`src/rtl/sprite_pkg.sv`:
```
// Shared types and constants for the sprite motion engine.
package sprite_pkg;

    typedef enum logic [1:0] {
        S_IDLE   = 2'd0,
        S_UPD    = 2'd1,
        S_COLL   = 2'd2,
        S_COMMIT = 2'd3
    } state_t;

    // Guard bits added above COORD_W so p + v can go negative or past LIM without wrapping.
    localparam int ARITH_EXTRA = 2;

    function automatic int pair_count(input int n);
        return n * (n - 1) / 2;
    endfunction

endpackage

```
`src/rtl/sprite_bouncer_n_if.sv`:
```
// Load port, frame tick and committed-frame outputs of sprite_bouncer_n.
interface sprite_bouncer_n_if
    import sprite_pkg::*;
#(
    parameter int N_SPR   = 4,
    parameter int COORD_W = 10,
    parameter int VEL_W   = 4
);
    localparam int IW = $clog2(N_SPR);

    // Load handshake: a load transfers on a clock edge where ld_valid && ld_ready;
    // ld_ready never depends on ld_valid, and the loader may hold or drop ld_valid freely.
    logic                        animate;
    logic                        ld_valid;
    logic                        ld_ready;
    logic [IW-1:0]               ld_idx;
    logic [COORD_W-1:0]          ld_x;
    logic [COORD_W-1:0]          ld_y;
    logic signed [VEL_W-1:0]     ld_vx;
    logic signed [VEL_W-1:0]     ld_vy;
    logic [N_SPR*COORD_W-1:0]    o_x;
    logic [N_SPR*COORD_W-1:0]    o_y;
    logic [N_SPR-1:0]            o_wall;
    logic [N_SPR-1:0]            o_collide;
    logic                        busy;
    logic                        done;
    logic                        overrun;
    state_t                      dbg_state;

    modport master (
        output animate, ld_valid, ld_idx, ld_x, ld_y, ld_vx, ld_vy,
        input  ld_ready, o_x, o_y, o_wall, o_collide, busy, done, overrun, dbg_state
    );

    modport slave (
        input  animate, ld_valid, ld_idx, ld_x, ld_y, ld_vx, ld_vy,
        output ld_ready, o_x, o_y, o_wall, o_collide, busy, done, overrun, dbg_state
    );

endinterface

```
`src/rtl/sprite_axis_step.sv`:
```
// Combinational one-axis bounce: advance p by v and reflect off the [H_SIZE, LIM-1-H_SIZE] band.
module sprite_axis_step
    import sprite_pkg::*;
#(
    parameter int COORD_W = 10,
    parameter int VEL_W   = 4,
    parameter int LIM     = 640,
    parameter int H_SIZE  = 16
) (
    input  logic [COORD_W-1:0]      p,
    input  logic signed [VEL_W-1:0] v,
    output logic [COORD_W-1:0]      p_n,
    output logic signed [VEL_W-1:0] v_n,
    output logic                    hit
);
    localparam int AW = COORD_W + ARITH_EXTRA;
    localparam logic signed [AW-1:0] LO = AW'(H_SIZE);
    localparam logic signed [AW-1:0] HI = AW'(LIM - 1 - H_SIZE);

    logic signed [AW-1:0]    nxt;
    logic signed [VEL_W-1:0] v_neg;

    assign nxt = $signed({{ARITH_EXTRA{1'b0}}, p}) + $signed({{(AW-VEL_W){v[VEL_W-1]}}, v});

    // The most-negative velocity has no positive twin; clamp it to +max.
    assign v_neg = (v == {1'b1, {(VEL_W-1){1'b0}}}) ? {1'b0, {(VEL_W-1){1'b1}}} : -v;

    always_comb begin
        p_n = p;
        v_n = v;
        hit = 1'b0;
        if (v != '0) begin
            if (nxt < LO) begin
                p_n = COORD_W'(H_SIZE);
                v_n = v_neg;
                hit = 1'b1;
            end else if (nxt > HI) begin
                p_n = COORD_W'(LIM - 1 - H_SIZE);
                v_n = v_neg;
                hit = 1'b1;
            end else begin
                p_n = nxt[COORD_W-1:0];
            end
        end
    end

endmodule

```
`src/rtl/sprite_bouncer_n.sv`:
```
// Time-multiplexed bouncing-sprite motion engine with double-buffered positions.
// Optional pairwise collision pass enabled by defining SPRITE_COLLISION_EN.
module sprite_bouncer_n
    import sprite_pkg::*;
#(
    parameter int N_SPR    = 4,
    parameter int COORD_W  = 10,
    parameter int VEL_W    = 4,
    parameter int H_SIZE   = 16,
    parameter int D_WIDTH  = 640,
    parameter int D_HEIGHT = 480
) (
    input logic               clk,
    input logic               rst,
    sprite_bouncer_n_if.slave s
);
    localparam int IW = $clog2(N_SPR);

    state_t                   state, state_n;
    logic [IW-1:0]            idx;
    logic [COORD_W-1:0]       wx [N_SPR];
    logic [COORD_W-1:0]       wy [N_SPR];
    logic signed [VEL_W-1:0]  wvx [N_SPR];
    logic signed [VEL_W-1:0]  wvy [N_SPR];
    logic [N_SPR-1:0]         acc_wall;
    logic [N_SPR*COORD_W-1:0] cx, cy;
    logic [N_SPR-1:0]         c_wall;
    logic                     done_q, overrun_q;
    logic                     last_spr;

    logic [COORD_W-1:0]       nx, ny;
    logic signed [VEL_W-1:0]  nvx, nvy;
    logic                     hx, hy;

    sprite_axis_step #(.COORD_W(COORD_W), .VEL_W(VEL_W), .LIM(D_WIDTH), .H_SIZE(H_SIZE)) u_step_x (
        .p(wx[idx]), .v(wvx[idx]), .p_n(nx), .v_n(nvx), .hit(hx)
    );

    sprite_axis_step #(.COORD_W(COORD_W), .VEL_W(VEL_W), .LIM(D_HEIGHT), .H_SIZE(H_SIZE)) u_step_y (
        .p(wy[idx]), .v(wvy[idx]), .p_n(ny), .v_n(nvy), .hit(hy)
    );

    assign last_spr = (idx == IW'(N_SPR - 1));

`ifdef SPRITE_COLLISION_EN
    localparam int NPAIR = pair_count(N_SPR);
    localparam int PCW   = $clog2(NPAIR + 1);

    logic [IW-1:0]      pi, pj;
    logic [PCW-1:0]     pc;
    logic [N_SPR-1:0]   acc_coll, c_coll;
    logic [COORD_W-1:0] dx, dy;
    logic               overlap, last_pair;

    assign dx        = (wx[pi] > wx[pj]) ? (wx[pi] - wx[pj]) : (wx[pj] - wx[pi]);
    assign dy        = (wy[pi] > wy[pj]) ? (wy[pi] - wy[pj]) : (wy[pj] - wy[pi]);
    assign overlap   = (int'(dx) < 2 * H_SIZE) && (int'(dy) < 2 * H_SIZE);
    assign last_pair = (pc == PCW'(NPAIR - 1));
    assign s.o_collide = c_coll;
`else
    assign s.o_collide = '0;
`endif

    always_ff @(posedge clk) begin
        if (rst) state <= S_IDLE;
        else     state <= state_n;
    end

    always_comb begin
        state_n = state;
        case (state)
            S_IDLE:   if (s.animate) state_n = S_UPD;
            S_UPD: begin
                if (last_spr) begin
`ifdef SPRITE_COLLISION_EN
                    state_n = S_COLL;
`else
                    state_n = S_COMMIT;
`endif
                end
            end
`ifdef SPRITE_COLLISION_EN
            S_COLL:   if (last_pair) state_n = S_COMMIT;
`endif
            S_COMMIT: state_n = S_IDLE;
            default:  state_n = S_IDLE;
        endcase
    end

    always_ff @(posedge clk) begin
        if (rst) begin
            for (int k = 0; k < N_SPR; k++) begin
                wx[k]  <= COORD_W'(H_SIZE + k * (2 * H_SIZE + 1));
                wy[k]  <= COORD_W'(D_HEIGHT / 2);
                wvx[k] <= VEL_W'(1);
                wvy[k] <= (k % 2 == 0) ? VEL_W'(1) : {VEL_W{1'b1}};
                cx[k*COORD_W +: COORD_W] <= COORD_W'(H_SIZE + k * (2 * H_SIZE + 1));
                cy[k*COORD_W +: COORD_W] <= COORD_W'(D_HEIGHT / 2);
            end
            idx       <= '0;
            acc_wall  <= '0;
            c_wall    <= '0;
            done_q    <= 1'b0;
            overrun_q <= 1'b0;
`ifdef SPRITE_COLLISION_EN
            pi <= '0; pj <= IW'(1); pc <= '0;
            acc_coll <= '0;
            c_coll   <= '0;
`endif
        end else begin
            done_q <= 1'b0;
            if (state != S_IDLE && s.animate) overrun_q <= 1'b1;
            case (state)
                S_IDLE: begin
                    if (s.animate) begin
                        idx      <= '0;
                        acc_wall <= '0;
`ifdef SPRITE_COLLISION_EN
                        pi <= '0; pj <= IW'(1); pc <= '0;
                        acc_coll <= '0;
`endif
                    end else if (s.ld_valid && int'(s.ld_idx) < N_SPR) begin
                        wx[s.ld_idx]  <= s.ld_x;
                        wy[s.ld_idx]  <= s.ld_y;
                        wvx[s.ld_idx] <= s.ld_vx;
                        wvy[s.ld_idx] <= s.ld_vy;
                    end
                end
                S_UPD: begin
                    wx[idx]       <= nx;
                    wy[idx]       <= ny;
                    wvx[idx]      <= nvx;
                    wvy[idx]      <= nvy;
                    acc_wall[idx] <= hx | hy;
                    idx           <= idx + IW'(1);
                end
`ifdef SPRITE_COLLISION_EN
                S_COLL: begin
                    if (overlap) begin
                        acc_coll[pi] <= 1'b1;
                        acc_coll[pj] <= 1'b1;
                    end
                    if (pj == IW'(N_SPR - 1)) begin
                        pi <= pi + IW'(1);
                        pj <= IW'(int'(pi) + 2);
                    end else begin
                        pj <= pj + IW'(1);
                    end
                    pc <= pc + PCW'(1);
                end
`endif
                S_COMMIT: begin
                    for (int k = 0; k < N_SPR; k++) begin
                        cx[k*COORD_W +: COORD_W] <= wx[k];
                        cy[k*COORD_W +: COORD_W] <= wy[k];
                    end
                    c_wall <= acc_wall;
`ifdef SPRITE_COLLISION_EN
                    c_coll <= acc_coll;
`endif
                    done_q <= 1'b1;
                end
                default: ;
            endcase
        end
    end

    assign s.ld_ready  = (state == S_IDLE) && !s.animate;
    assign s.o_x       = cx;
    assign s.o_y       = cy;
    assign s.o_wall    = c_wall;
    assign s.busy      = (state != S_IDLE);
    assign s.done      = done_q;
    assign s.overrun   = overrun_q;
    assign s.dbg_state = state;

endmodule

```
`src/flat_wrapper.sv`:
```
// flat-port wrapper written by rule: the top's interface ports become plain ports
module sprite_bouncer_n_flat import sprite_pkg::*;
#(
    parameter int N_SPR    = 4,
    parameter int COORD_W  = 10,
    parameter int VEL_W    = 4,
    parameter int H_SIZE   = 16,
    parameter int D_WIDTH  = 640,
    parameter int D_HEIGHT = 480
)
  (clk, rst, s_animate, s_ld_valid, s_ld_idx, s_ld_x, s_ld_y, s_ld_vx, s_ld_vy, s_ld_ready, s_o_x, s_o_y, s_o_wall, s_o_collide, s_busy, s_done, s_overrun, s_dbg_state);
  sprite_bouncer_n_if #(.N_SPR(N_SPR), .COORD_W(COORD_W), .VEL_W(VEL_W)) s_i ();
  input logic clk;
  input logic rst;
  input wire logic [$bits(s_i.animate)-1:0] s_animate;
  input wire logic [$bits(s_i.ld_valid)-1:0] s_ld_valid;
  input wire logic [$bits(s_i.ld_idx)-1:0] s_ld_idx;
  input wire logic [$bits(s_i.ld_x)-1:0] s_ld_x;
  input wire logic [$bits(s_i.ld_y)-1:0] s_ld_y;
  input wire logic [$bits(s_i.ld_vx)-1:0] s_ld_vx;
  input wire logic [$bits(s_i.ld_vy)-1:0] s_ld_vy;
  output wire logic [$bits(s_i.ld_ready)-1:0] s_ld_ready;
  output wire logic [$bits(s_i.o_x)-1:0] s_o_x;
  output wire logic [$bits(s_i.o_y)-1:0] s_o_y;
  output wire logic [$bits(s_i.o_wall)-1:0] s_o_wall;
  output wire logic [$bits(s_i.o_collide)-1:0] s_o_collide;
  output wire logic [$bits(s_i.busy)-1:0] s_busy;
  output wire logic [$bits(s_i.done)-1:0] s_done;
  output wire logic [$bits(s_i.overrun)-1:0] s_overrun;
  output wire logic [$bits(s_i.dbg_state)-1:0] s_dbg_state;
  assign s_i.animate = s_animate;
  assign s_i.ld_valid = s_ld_valid;
  assign s_i.ld_idx = s_ld_idx;
  assign s_i.ld_x = s_ld_x;
  assign s_i.ld_y = s_ld_y;
  assign s_i.ld_vx = s_ld_vx;
  assign s_i.ld_vy = s_ld_vy;
  assign s_ld_ready = s_i.ld_ready;
  assign s_o_x = s_i.o_x;
  assign s_o_y = s_i.o_y;
  assign s_o_wall = s_i.o_wall;
  assign s_o_collide = s_i.o_collide;
  assign s_busy = s_i.busy;
  assign s_done = s_i.done;
  assign s_overrun = s_i.overrun;
  assign s_dbg_state = s_i.dbg_state;
  sprite_bouncer_n #(.N_SPR(N_SPR), .COORD_W(COORD_W), .VEL_W(VEL_W), .H_SIZE(H_SIZE), .D_WIDTH(D_WIDTH), .D_HEIGHT(D_HEIGHT)) u_core (.clk(clk), .rst(rst), .s(s_i));
endmodule
```
`config.mk`:
```
export PLATFORM = sky130hd
export DESIGN_NAME = sprite_bouncer_n_flat
export DESIGN_NICKNAME = d
export VERILOG_FILES = /design/src/rtl/sprite_pkg.sv /design/src/rtl/sprite_bouncer_n_if.sv /design/src/rtl/sprite_axis_step.sv /design/src/rtl/sprite_bouncer_n.sv /design/src/flat_wrapper.sv
export SDC_FILE = /design/constraint.sdc
export NUM_CORES = 1
export LEC_CHECK = 0
export ABC_AREA = 1
export CAP_MARGIN = 20
export CORE_MARGIN = 2
export CORE_UTILIZATION = 45
export CTS_CLUSTER_SIZE = 30
export DETAILED_ROUTE_END_ITERATION = 8
export GPL_TIMING_DRIVEN = 1
export PLACE_DENSITY = 0.69
export SLEW_MARGIN = 10
export SYNTH_ARGS = -nofsm -noshare
export SYNTH_HDL_FRONTEND = slang
export SYNTH_SLANG_ARGS = --single-unit
```
`constraint.sdc`:
```
create_clock -name clk -period 6.9 [get_ports clk]
set_input_delay 1.035 -clock clk [delete_from_list [all_inputs] [get_ports clk]]
set_output_delay 1.035 -clock clk [all_outputs]
set_load 0.05 [all_outputs]
```
Word level (Yosys, flattened, before mapping):

Memories as Yosys holds them, arrays and structs flattened. A register that Yosys moved wholly into a read port is not among the register bits.
Cells that the tools add are included.

* memories kept: 4
* bits in writable memories: 112
* flip-flop bits (word level): 14
* word-level logic and storage cells: 121
* bits of input ports: 34

Memories
* u_core.wx: words 4, width 10, read ports 5, clocked after Yosys merged registers in 5, write ports 4, RTL line sprite_bouncer_n.sv:21 `logic [COORD_W-1:0] wx [N_SPR];`
* u_core.wy: words 4, width 10, read ports 5, clocked after Yosys merged registers in 5, write ports 4, RTL line sprite_bouncer_n.sv:22 `logic [COORD_W-1:0] wy [N_SPR];`
* u_core.wvx: words 4, width 4, read ports 1, clocked after Yosys merged registers in 1, write ports 4, RTL line sprite_bouncer_n.sv:23 `logic signed [VEL_W-1:0] wvx [N_SPR];`
* u_core.wvy: words 4, width 4, read ports 1, clocked after Yosys merged registers in 1, write ports 4, RTL line sprite_bouncer_n.sv:24 `logic signed [VEL_W-1:0] wvy [N_SPR];`

* magnitude comparators: 6
* bitwise operators: 1
* reduce and logical (&&, ||, !) cells: 19
* $add $sub $neg: 5
* eq/ne operators: 7
* muxes and demuxes: 73

Operators by type and width (number)
* $mux W10: 10
* $mux W4: 13
* $reduce_or A10 Y1: 4
* $mux W2: 19
* $mux W1: 26
* $add A11 B4 Y12: 2
* $lt A12 B6 Y1 const B: 2
* $reduce_or A4 Y1: 4
* $gt A12 B10 Y1 const B: 1
* $gt A12 B11 Y1 const B: 1
* $eq A4 B4 Y1 const B: 2
* $neg A4 Y4: 2
* $pmux W2 S2: 2
* $pmux W4 S2: 1
* $reduce_bool A4 Y1: 2
* $bwmux W4: 1
* $eq A2 B2 Y1 const B: 2
* $reduce_and A2 Y1: 2
* $reduce_bool A2 Y1: 2
* $logic_and A1 B1 Y1: 3
* $lt A2 B3 Y1 const B: 1
* $add A2 B1 Y2 const B: 1
* $demux W1 S2: 1
* $eq A2 B1 Y1 const B: 1
* other kinds (6): 6

Logic depth before layout (Yosys ltp):

Gate-level depths: netlist (run 1).

* depth after elaboration: 8
* gate-level depth with buffers: 27

Modules after synthesis:

A second synthesis (run 1) with hierarchy kept.

* cell total of the unflattened synthesis: 1345
* area, all modules: 10725.3 um2

By module, submodules not included
* sprite_bouncer_n: instances 1, cells an instance 916, sequential area each 5285.1 um2, area an instance 8518.2 um2
* sprite_axis_step (u_core.u_step_y): instances 1, cells an instance 229, sequential area each 0.0 um2, area an instance 1183.6 um2
* sprite_axis_step (u_core.u_step_x): instances 1, cells an instance 200, sequential area each 0.0 um2, area an instance 1023.5 um2

Worst setup path before layout (run 1):

No wires, ideal clock.

* path type: input-to-reg
* from: in s_animate
* to: mem u_core.wvx[3][0], enable pin
* setup slack: 2585 ps
* setup time: 465 ps
* arrival: 3850 ps
* cell stages on the path: 3
* cell sequence: nor2_4 -> nand2_2 -> a311oi_1

RTL lines
* from (decl): RTL line flat_wrapper.sv:15 `input wire logic [$bits(s_i.animate)-1:0] s_animate;`
* to (decl): RTL line sprite_bouncer_n.sv:23

==> qor.yml, run 1 <==
tritoncts: "built"
crit_arrival_ns: 4.48
setup.worst_path.start_class: "flip-flop"
cts_inserted_buffers: 21
critical-path-max-stage-delay_ns: 0.57
critPathSlowestCell: "sky130_fd_sc_hd__fa_1"
syn_avg_cell_area_um2: 8.08
core_um2: 23400
mostFrequentLayoutCell: "sky130_fd_sc_hd__nand2_1"
largest_net_degree_at_the_start_of_global_routing: 92
synth.area.mux_share_pct: 0
totalPowerFinal_uw: 3290
timing.rr.end: "u_core.wvx[3][0]"
max_clock_freq_ghz: 0.235
synth_simple_gate_area_share_pct: 27.1
setup_viol: 0
cts.reportedPaths.clkPinSlew_ns: 0.06
cts_setup_buffers: 0
io_buffer_count: 123
worst-endpoint-required_ns: 7.11
drt_first_pass_iters: 5
cts.htree.levels: 1
post_synth_fa_ha_maj_area_fraction_pct: 3.66
timing.final.max_slew_violations: 0
slew_headroom_pct: 34.7
postSynthCellCount: 1322
wirelength_mm: 29.5
synthXorXnorAreaFrac_pct: 0.328
min_path_type: "reg2reg"
post_synthesis_sequential_area_ratio_pct: 49.5
syn_to_final_growth_pct: 19.7
cp_max_fanout: 61
yosysUniqueCellTypes: 48
timing.reg2reg.worst_path_depth: 19
routabilityCongestion: 0.873
nets: 1483
latest_clock_arrival_within_the_worst_skew_pair_ns: 0.49
maxCapViolCount: 0
clock_skew_ns: 0.0133
final_hold_violations: 0
route.vias.total: 9168
drt_first_iter_violations: 859
layout_min_cycle_time_ns: 4.26
drive_gt1_share_pct: 8.58
classification_of_the_worst_setup_path: "reg2reg"
critical_path.cell_chain: "buf_4 -> inv_4 -> o21ai_0 -> o21ai_0 -> fa_1 -> nand3_1 -> nand3_2 -> nand2_1 -> nand2_1 -> nand2_1 -> nand2_1 -> nor2_2 -> nand2_1 -> nand2_2 -> nand4_4 -> nand2_1 -> nand3_1 -> o21ai_0 -> inv_1"
cp_common_cell: "sky130_fd_sc_hd__nand2_1"
synth-edff-count: 112
r2r_setup_slack_ns: 2.64
power_density_nw_per_um2: 257
chipHeight_um: 158
rsz0062_at_grt: "no"
netlist.top_cell.by_area: "sky130_fd_sc_hd__edfxtp_1"
yosys_register_bits: 208
synth_area_um2: 10700
num-fill-cells: 2182
leakagePower_uw: 0.00530
die_area_um2: 25000
most-common-layout-cells: "339 x sky130_fd_sc_hd__nand2_1, 180 x sky130_fd_sc_hd__nor2_1, 123 x sky130_fd_sc_hd__clkdlybuf4s50_1"
holdBufCountCts: 0
clk_root_buffer_cell: "sky130_fd_sc_hd__clkbuf_16"
sinks_on_the_clock_net: 208
combinational_family_with_the_most_area_after_synthesis: "simple AND/OR/NAND/NOR gates"
synth_compound_gate_area_share_pct: 12.1
cp-end-kind: "flip-flop"
groute.usage.overall_pct: 23.2
worst_ir_drop_on_vdd_v: 0.000140
synthesis.yosys.warnings: 0
cts_max_path_buffers: 3
post-route-period-util_pct: 61.8
ys_async_sr_fraction_pct: 0
total_half_perimeter_wirelength_after_legalization_and_detailed_placement_mm: 21.3
die_w_um: 158
antenna-diode-count: 0
setup_tns_ns: 0
tightest_slew_ns: 0.978
drcViolationCount: 0
synth_top_cells_by_area: "sky130_fd_sc_hd__edfxtp_1 31%, sky130_fd_sc_hd__dfxtp_1 18%, sky130_fd_sc_hd__nand2_1 12%"
outcome: "completed"
first_global_vias: 8311
wire_per_inst_um: 16.8
ioPinCount: 128
gr-total-overflow: 0
synthDominantCellAreaShare_pct: 31.5
critPathCapture: "u_core.wvx[3][0]"
placement_rows: 56
synth_ff_type: "sky130_fd_sc_hd__edfxtp_1"
drtAntennaViolNets: 0
postCtsResizedCells: 0
global_route_wire_length_before_repair_mm: 44.9
initial_core_util_pct: 45.6
grt_antenna_before_repair: 0
routed_via_density: 5.23
[power by group]
| group | switching, µW | internal (µW) |
|---|---|---|
| logic | 547 | 239 |
| registers | 26.9 | 1360 |
| clock network | 454 | 661 |
[cells in the mapped netlist, types with 2 or more instances]
library cell,count
sky130_fd_sc_hd__dfxtp_1,96
sky130_fd_sc_hd__a21oi_1,78
sky130_fd_sc_hd__inv_2,16
sky130_fd_sc_hd__nand2_1,340
sky130_fd_sc_hd__o21ai_2,9
sky130_fd_sc_hd__nand4_1,10
sky130_fd_sc_hd__o21ai_0,110
sky130_fd_sc_hd__a32oi_1,5
sky130_fd_sc_hd__nand3_1,80
sky130_fd_sc_hd__o211ai_1,5
sky130_fd_sc_hd__nand4_2,3
sky130_fd_sc_hd__nor2_1,180
sky130_fd_sc_hd__ha_1,28
sky130_fd_sc_hd__nor2_8,3
sky130_fd_sc_hd__fa_1,2
sky130_fd_sc_hd__nor2_4,5
sky130_fd_sc_hd__nand3_2,7
sky130_fd_sc_hd__nand4_4,2
sky130_fd_sc_hd__buf_4,6
sky130_fd_sc_hd__clkbuf_1,37
sky130_fd_sc_hd__nor2_2,5
sky130_fd_sc_hd__edfxtp_1,112
sky130_fd_sc_hd__inv_1,103
sky130_fd_sc_hd__inv_4,2
sky130_fd_sc_hd__buf_6,6
sky130_fd_sc_hd__buf_2,12
sky130_fd_sc_hd__or2_0,2
sky130_fd_sc_hd__o21ai_1,3
sky130_fd_sc_hd__nor3_1,3
sky130_fd_sc_hd__nand2_2,19
sky130_fd_sc_hd__o22ai_1,13
sky130_fd_sc_hd__xnor2_1,4
[flip-flops by register name, indices dropped and copies added (netlist names), named ones only]
signal	flops
u_core.wx	40
u_core.acc_wall	4
s_o_x	40
u_core.wvx	16
u_core.s.dbg_state	2
u_core.s.o_y	4
u_core.idx	2
u_core.s.done	1
s_o_y	36
u_core.wvy	16
u_core.s.overrun	1
u_core.s.o_wall	4
u_core.wy	40
[cells by family (layout without fill, tap and decap cells)]
| kind of cell | Yosys count | after routing |
|---|---|---|
| other cells | 1 | 4 |
| buf+inv | 184 | 292 |
| compound gates | 231 | 231 |
| simple gates | 664 | 664 |
| xor+xnor | 4 | 4 |
| fa+ha+maj | 30 | 30 |
| flops | 208 | 208 |
[metal layers]
layer | vias up | share of wire [%] | global-route usage, %
met5 | - | 0 | 0
met4 | 0 | 2.5 | 6.78
met3 | 38 | 9.3 | 3.97
li1 | 4549 | - | -
met1 | 4188 | 44 | 33.0
met2 | 393 | 44 | 36.5
[metrics by stage]
stage | hold slack, ns | worst slack, ns | instance area [µm²] | utilization, % | std cells
global placement | 0.447 | 2.44 | 12100 | 51.7 | 1715
detailed placement | 0.453 | 2.23 | 12100 | 51.7 | 1715
global route | 0.481 | 2.31 | 12800 | 54.6 | 1752
finish | 0.458 | 2.64 | 12800 | 54.6 | 1752
floorplan | 0.425 | 2.59 | 10700 | - | 1325
CTS | 0.464 | 2.67 | 12800 | 54.6 | 1752
[layout make-up]
class                      instances  area, µm²  share of cell area, %
clock buffer                      36        674                   5.28
clock inverter                     1       5.00                 0.0392
inverter                         122        463                   3.62
multi-input combinational        933       4650                   36.4
sequential                       208       5290                   41.4
tap                              319        399                   3.12
timing repair buffer             133       1310                   10.2
[critical path: cells and delay by family (launching register included)]
kind / cells / cell delay, ns
and+or+nand+nor: 12 / 1.21
AOI/OAI and AO/OA: 3 / 0.93
adders and majority gates: 1 / 0.57
buffers and inverters: 3 / 0.97
DFF: 1 / 0.31
[worst min-delay path by stage]
stage | start | endpoint | slack [ns] | depth (start not counted)
final | u_core.acc_wall[1] | u_core.s.o_wall[1] | 0.46 | 2
after global routing | u_core.acc_wall[1] | u_core.s.o_wall[1] | 0.48 | 2
after CTS | u_core.acc_wall[1] | u_core.s.o_wall[1] | 0.46 | 2
after detailed placement | u_core.acc_wall[2] | u_core.s.o_wall[2] | 0.45 | 2
after global placement | u_core.acc_wall[2] | u_core.s.o_wall[2] | 0.45 | 2
after floorplan | u_core.acc_wall[0] | u_core.s.o_wall[0] | 0.42 | 2
No activity file was read; power rests on OpenSTA's default activity.
==> run 2, diff against run 1 <==
- PLACE_DENSITY: 0.69 -> 0.71
- clock period: 6.9 -> 3.7 ns (I/O delays scaled with it)
==> run 2 against run 1 <==
  * Combinational power grew 98%
  * Critical path depth rose by 2
  * Die area unchanged
  * Hold slack worse by 0.0052 ns
  * Sequential power grew 86%
==> qor.yml, run 2 (same netlist as run 1, synthesis figures left out) <==
tightest_slew_ns: 0.777
holdBufCountCts: 0
total_half_perimeter_wirelength_after_legalization_and_detailed_placement_mm: 22.1
die_w_um: 158
drcViolationCount: 0
leakagePower_uw: 0.00549
chipHeight_um: 158
global_route_wire_length_before_repair_mm: 47.1
cp-end-kind: "flip-flop"
rsz0062_at_grt: "no"
postCtsResizedCells: 0
placement_rows: 56
mostFrequentLayoutCell: "sky130_fd_sc_hd__nand2_1"
post-route-period-util_pct: 92.4
worst_ir_drop_on_vdd_v: 0.000323
timing.final.max_slew_violations: 0
drt_first_pass_iters: 6
io_buffer_count: 123
routed_via_density: 5.30
worst-endpoint-required_ns: 3.95
slew_headroom_pct: 48.2
nets: 1516
met1_layer_wirelength_in_the_final_routing_mm: 13.3
num-fill-cells: 2200
drtAntennaViolNets: 0
cts_inserted_buffers: 22
outcome: "completed"
antenna-diode-count: 0
min_path_type: "reg2reg"
setup_viol: 0
setup.worst_path.start_class: "flip-flop"
power_density_nw_per_um2: 479
die_area_um2: 25000
drt_first_iter_violations: 898
top_layer: "met4"
core_um2: 23400
maxCapViolCount: 0
first_global_vias: 8892
setup_tns_ns: 0
most-common-layout-cells: "339 x sky130_fd_sc_hd__nand2_1, 179 x sky130_fd_sc_hd__nor2_1, 123 x sky130_fd_sc_hd__clkdlybuf4s50_1"
dpl_cell_area_um2: 12400
cts_setup_buffers: 0
initial_core_util_pct: 45.6
ioPinCount: 128
routabilityCongestion: 1.01
cts.htree.levels: 1
tritoncts: "built"
crit_arrival_ns: 3.67
layout.cell_area.non_filler_um2: 13100
cp_max_fanout: 23
final_hold_violations: 0
sinks_on_the_clock_net: 208
groute.usage.overall_pct: 24.2
clk_root_buffer_cell: "sky130_fd_sc_hd__clkbuf_16"
layout_min_cycle_time_ns: 3.42
clock_skew_ns: 0.00674
met2RoutedLength_mm: 13.5
drive_gt1_share_pct: 10.9
route.vias.total: 9473
latest_clock_arrival_within_the_worst_skew_pair_ns: 0.51
syn_to_final_growth_pct: 23.1
wirelength_mm: 30.4
gr-total-overflow: 0
largest_net_degree_at_the_start_of_global_routing: 87
wire_per_inst_um: 17.0
cts.reportedPaths.clkPinSlew_ns: 0.06
classification_of_the_worst_setup_path: "reg2reg"
totalPowerFinal_uw: 6300
wl_met3_mm: 2.54
grt_antenna_before_repair: 0
max_clock_freq_ghz: 0.292
cts_max_path_buffers: 3
[run 2: changes by cell type in the layout (fill, tap and decap cells not counted), moves of 3 or more]
cell,previous run,this run
sky130_fd_sc_hd__clkbuf_8,7,2
sky130_fd_sc_hd__clkinv_1,1,4
sky130_fd_sc_hd__buf_4,10,36
sky130_fd_sc_hd__buf_12,0,5
[run 2: layer usage]
layer | vias up | GRT usage (%)
li1 | 4615 | -
met1 | 4366 | 34.0
met2 | 431 | 38.5
met3 | 61 | 2.93
met4 | 0 | 8.84
met5 | - | 0
[run 2: through the flow]
step           hold WS, ns  util, %  cells  worst slack [ns]
3_3_place_gp         0.447     53.0   1746             0.250
3_5_place_dp         0.452     53.0   1746             0.202
4_1_cts              0.459     56.0   1786             0.171
6_report             0.452     56.2   1787             0.280
5_1_grt              0.482     56.2   1787            0.0467
2_1_floorplan        0.425        -   1325             0.354
[run 2: worst paths after layout]
path,startpoint,end,slack (ns),cells after the start
max reg2reg,flip-flop,u_core.wx[0][4],0.28,21
min,u_core.acc_wall[1],u_core.s.o_wall[1],0.45,2
min reg2reg,u_core.acc_wall[1],u_core.s.o_wall[1],0.45,2
max,flip-flop,u_core.wx[0][4],0.28,21
[run 2: final cells by class]
| type | count | area, µm² | area share [%] |
|---|---|---|---|
| clock buffer | 30 | 622 | 4.73 |
| tap | 319 | 399 | 3.04 |
| sequential | 208 | 5290 | 40.2 |
| inverter | 122 | 465 | 3.54 |
| clock inverter | 10 | 81.3 | 0.619 |
| timing repair buffer | 165 | 1630 | 12.4 |
| multi-input combinational | 933 | 4660 | 35.5 |
[run 2: worst max-delay path, stage by stage (launching register included)]
cell                       delay (ns)
sky130_fd_sc_hd__dfxtp_2         0.34
sky130_fd_sc_hd__inv_4           0.18
sky130_fd_sc_hd__buf_12          0.21
sky130_fd_sc_hd__o21ai_0         0.10
sky130_fd_sc_hd__o22ai_1         0.42
sky130_fd_sc_hd__ha_1            0.38
sky130_fd_sc_hd__inv_1           0.10
sky130_fd_sc_hd__nor2_1          0.06
sky130_fd_sc_hd__a21oi_1         0.18
sky130_fd_sc_hd__nand2_1         0.07
sky130_fd_sc_hd__nor2_1          0.16
sky130_fd_sc_hd__nand2_1         0.10
sky130_fd_sc_hd__nand2_1         0.10
sky130_fd_sc_hd__clkinv_1        0.12
sky130_fd_sc_hd__nand2_1         0.10
sky130_fd_sc_hd__nand2_2         0.10
sky130_fd_sc_hd__nand2_1         0.08
sky130_fd_sc_hd__nand2_1         0.06
sky130_fd_sc_hd__nand2_1         0.07
sky130_fd_sc_hd__nand2_1         0.08
sky130_fd_sc_hd__inv_2           0.08
sky130_fd_sc_hd__nand2_1         0.05
[run 2: report_power, final]
part	switching (µW)	internal [µW]	total (µW)
sequential	48.3	2540	2590
clock	895	1250	2150
combinational	1040	521	1560
==> run 3, diff against run 2 <==
- CAP_MARGIN: 20 -> 10
- PLACE_DENSITY: 0.71 -> 0.68
==> run 3 against run 2 <==
  * Clock-buffer cell count grew 4
  * Combinational power hardly changed
  * Hold slack better by 0.00056 ns
  * Fmax down 1.5%
  * Clock skew up 0.0021 ns
  * Cell count about the same
  * Critical path type unchanged
  * Global-route usage grew 0.13 points
  * Worst setup slack worse by 0.053 ns
  * Via count decreased by 2.7%
  * Critical endpoint is now u_core.wx[1][5]
  * Clock power about the same
  * Non-clock buffer count is 1 lower
  * Flip-flop and latch count stayed put
==> qor.yml, run 3 (same netlist as run 1, synthesis figures left out) <==
drt_first_iter_violations: 753
post-route-period-util_pct: 93.9
outcome: "completed"
antenna-diode-count: 0
core_um2: 23400
cts_max_path_buffers: 3
drt_first_pass_iters: 7
syn_to_final_growth_pct: 23.0
final_hold_violations: 0
die_w_um: 158
ioPinCount: 128
route.vias.total: 9217
largest_net_degree_at_the_start_of_global_routing: 87
drcViolationCount: 0
initial_core_util_pct: 45.6
drive_gt1_share_pct: 11.2
gr-total-overflow: 0
rsz0062_at_grt: "no"
drtAntennaViolNets: 0
setup.worst_path.start_class: "flip-flop"
total_half_perimeter_wirelength_after_legalization_and_detailed_placement_mm: 21.9
r2r_setup_slack_ns: 0.23
cp-end-kind: "flip-flop"
die_area_um2: 25000
routed_via_density: 5.16
tritoncts: "built"
cts_inserted_buffers: 22
cp_max_fanout: 22
mostFrequentLayoutCell: "sky130_fd_sc_hd__nand2_1"
most-common-layout-cells: "339 x sky130_fd_sc_hd__nand2_1, 179 x sky130_fd_sc_hd__nor2_1, 123 x sky130_fd_sc_hd__clkdlybuf4s50_1"
grtUsageMet2_pct: 38.9
worst-endpoint-required_ns: 3.93
global_route_wire_length_before_repair_mm: 47.4
groute.usage.overall_pct: 24.3
setup_tns_ns: 0
nets: 1515
cts.reportedPaths.clkPinSlew_ns: 0.06
io_buffer_count: 123
chipHeight_um: 158
cts_setup_buffers: 0
routabilityCongestion: 1.01
layout_min_cycle_time_ns: 3.47
timing.final.max_slew_violations: 0
placement_rows: 56
slew_headroom_pct: 48.2
post-route-util_pct: 56.1
latest_clock_arrival_within_the_worst_skew_pair_ns: 0.50
maxCapViolCount: 0
power_density_nw_per_um2: 482
min_path_type: "reg2reg"
clk_root_buffer_cell: "sky130_fd_sc_hd__clkbuf_16"
global_route.usage.met3_pct: 3.15
hold_crit_depth: 2
wire_per_inst_um: 16.8
leakagePower_uw: 0.00550
cts.htree.levels: 1
sinks_on_the_clock_net: 208
setup_viol: 0
classification_of_the_worst_setup_path: "reg2reg"
grt.met1_usage_pct: 34.6
max_clock_freq_ghz: 0.288
crit_arrival_ns: 3.70
grt_busiest_layer: "met2"
timing.reg2reg.worst_path_depth: 21
grt_antenna_before_repair: 0
wirelength_mm: 30.0
tightest_slew_ns: 0.776
clock_skew_ns: 0.00882
first_global_vias: 8767
worst_ir_drop_on_vdd_v: 0.000267
==> run 3: cell count changes in the layout (fill, tap and decap cells not counted), moves of 2 or more <==
cell                       before  now
sky130_fd_sc_hd__clkbuf_8       2    7
sky130_fd_sc_hd__clkinv_1       4    1
sky130_fd_sc_hd__clkbuf_1       5    3
sky130_fd_sc_hd__inv_4          3    5
sky130_fd_sc_hd__inv_6          2    0
==> run 3: what timing repair did <==
item                                    4_1_cts  5_1_grt
endpoints found under the setup margin        0       94
gates resized for setup                       0       11
hold buffers                                  0        0
endpoints found under the hold margin         0        0
==> run 3: per-stage QoR <==
stage                     power (µW)  setup slack, ns  std cells  cell area [µm²]  hold slack, ns
after global routing            6620          0.00241       1786            13100           0.471
after floorplan                 3700            0.354       1325            10700           0.425
after detailed placement        4160            0.171       1746            12400           0.447
final                           6320            0.227       1786            13100           0.453
after global placement          4150            0.233       1746            12400           0.446
after CTS                       6320            0.134       1786            13100           0.456
==> run 3: critical path: stages, from the launching register on <==
cell,delay [ns]
sky130_fd_sc_hd__dfxtp_2,0.35
sky130_fd_sc_hd__inv_4,0.19
sky130_fd_sc_hd__buf_4,0.27
sky130_fd_sc_hd__o21ai_0,0.10
sky130_fd_sc_hd__o22ai_1,0.34
sky130_fd_sc_hd__ha_1,0.39
sky130_fd_sc_hd__nand3_1,0.17
sky130_fd_sc_hd__nand3_2,0.10
sky130_fd_sc_hd__nand2_1,0.10
sky130_fd_sc_hd__nand2_1,0.06
sky130_fd_sc_hd__nand2_1,0.09
sky130_fd_sc_hd__nand2_1,0.07
sky130_fd_sc_hd__nor2_2,0.14
sky130_fd_sc_hd__nand2_1,0.08
sky130_fd_sc_hd__nand2_2,0.09
sky130_fd_sc_hd__nand2_1,0.07
sky130_fd_sc_hd__nand2_2,0.13
sky130_fd_sc_hd__nand3_1,0.10
sky130_fd_sc_hd__nand2_1,0.07
sky130_fd_sc_hd__nand2_1,0.06
sky130_fd_sc_hd__o21ai_2,0.13
sky130_fd_sc_hd__nand2_1,0.11
==> run 3: final timing paths <==
check | startpoint | end
max | flip-flop | u_core.wx[1][5]
min reg2reg | u_core.acc_wall[1] | u_core.s.o_wall[1]
max reg2reg | flip-flop | u_core.wx[1][5]
min | u_core.acc_wall[1] | u_core.s.o_wall[1]
==> run 3: layer usage <==
| layer | part of all wire (%) | vias to the layer above |
|---|---|---|
| met5 | 0 | - |
| met4 | 2.5 | 0 |
| met3 | 6.6 | 54 |
| met2 | 45 | 333 |
| met1 | 46 | 4217 |
| li1 | - | 4613 |
==> run 3: layout make-up <==
class	instances	area (µm²)
flip-flops and latches	208	5290
inverters	122	468
repair buffers	164	1590
multi-input cells	933	4660
clock inverters	6	35.0
clock buffers	34	688
fillers	2206	10300
well taps	319	399
==> run 3: where the power goes <==
group | internal, µW | leakage [µW] | total [µW] | switching, µW
sequential | 2540 | 0.00182 | 2590 | 51.0
combinational | 518 | 0.00331 | 1550 | 1030
clock | 1280 | 0.000366 | 2180 | 903
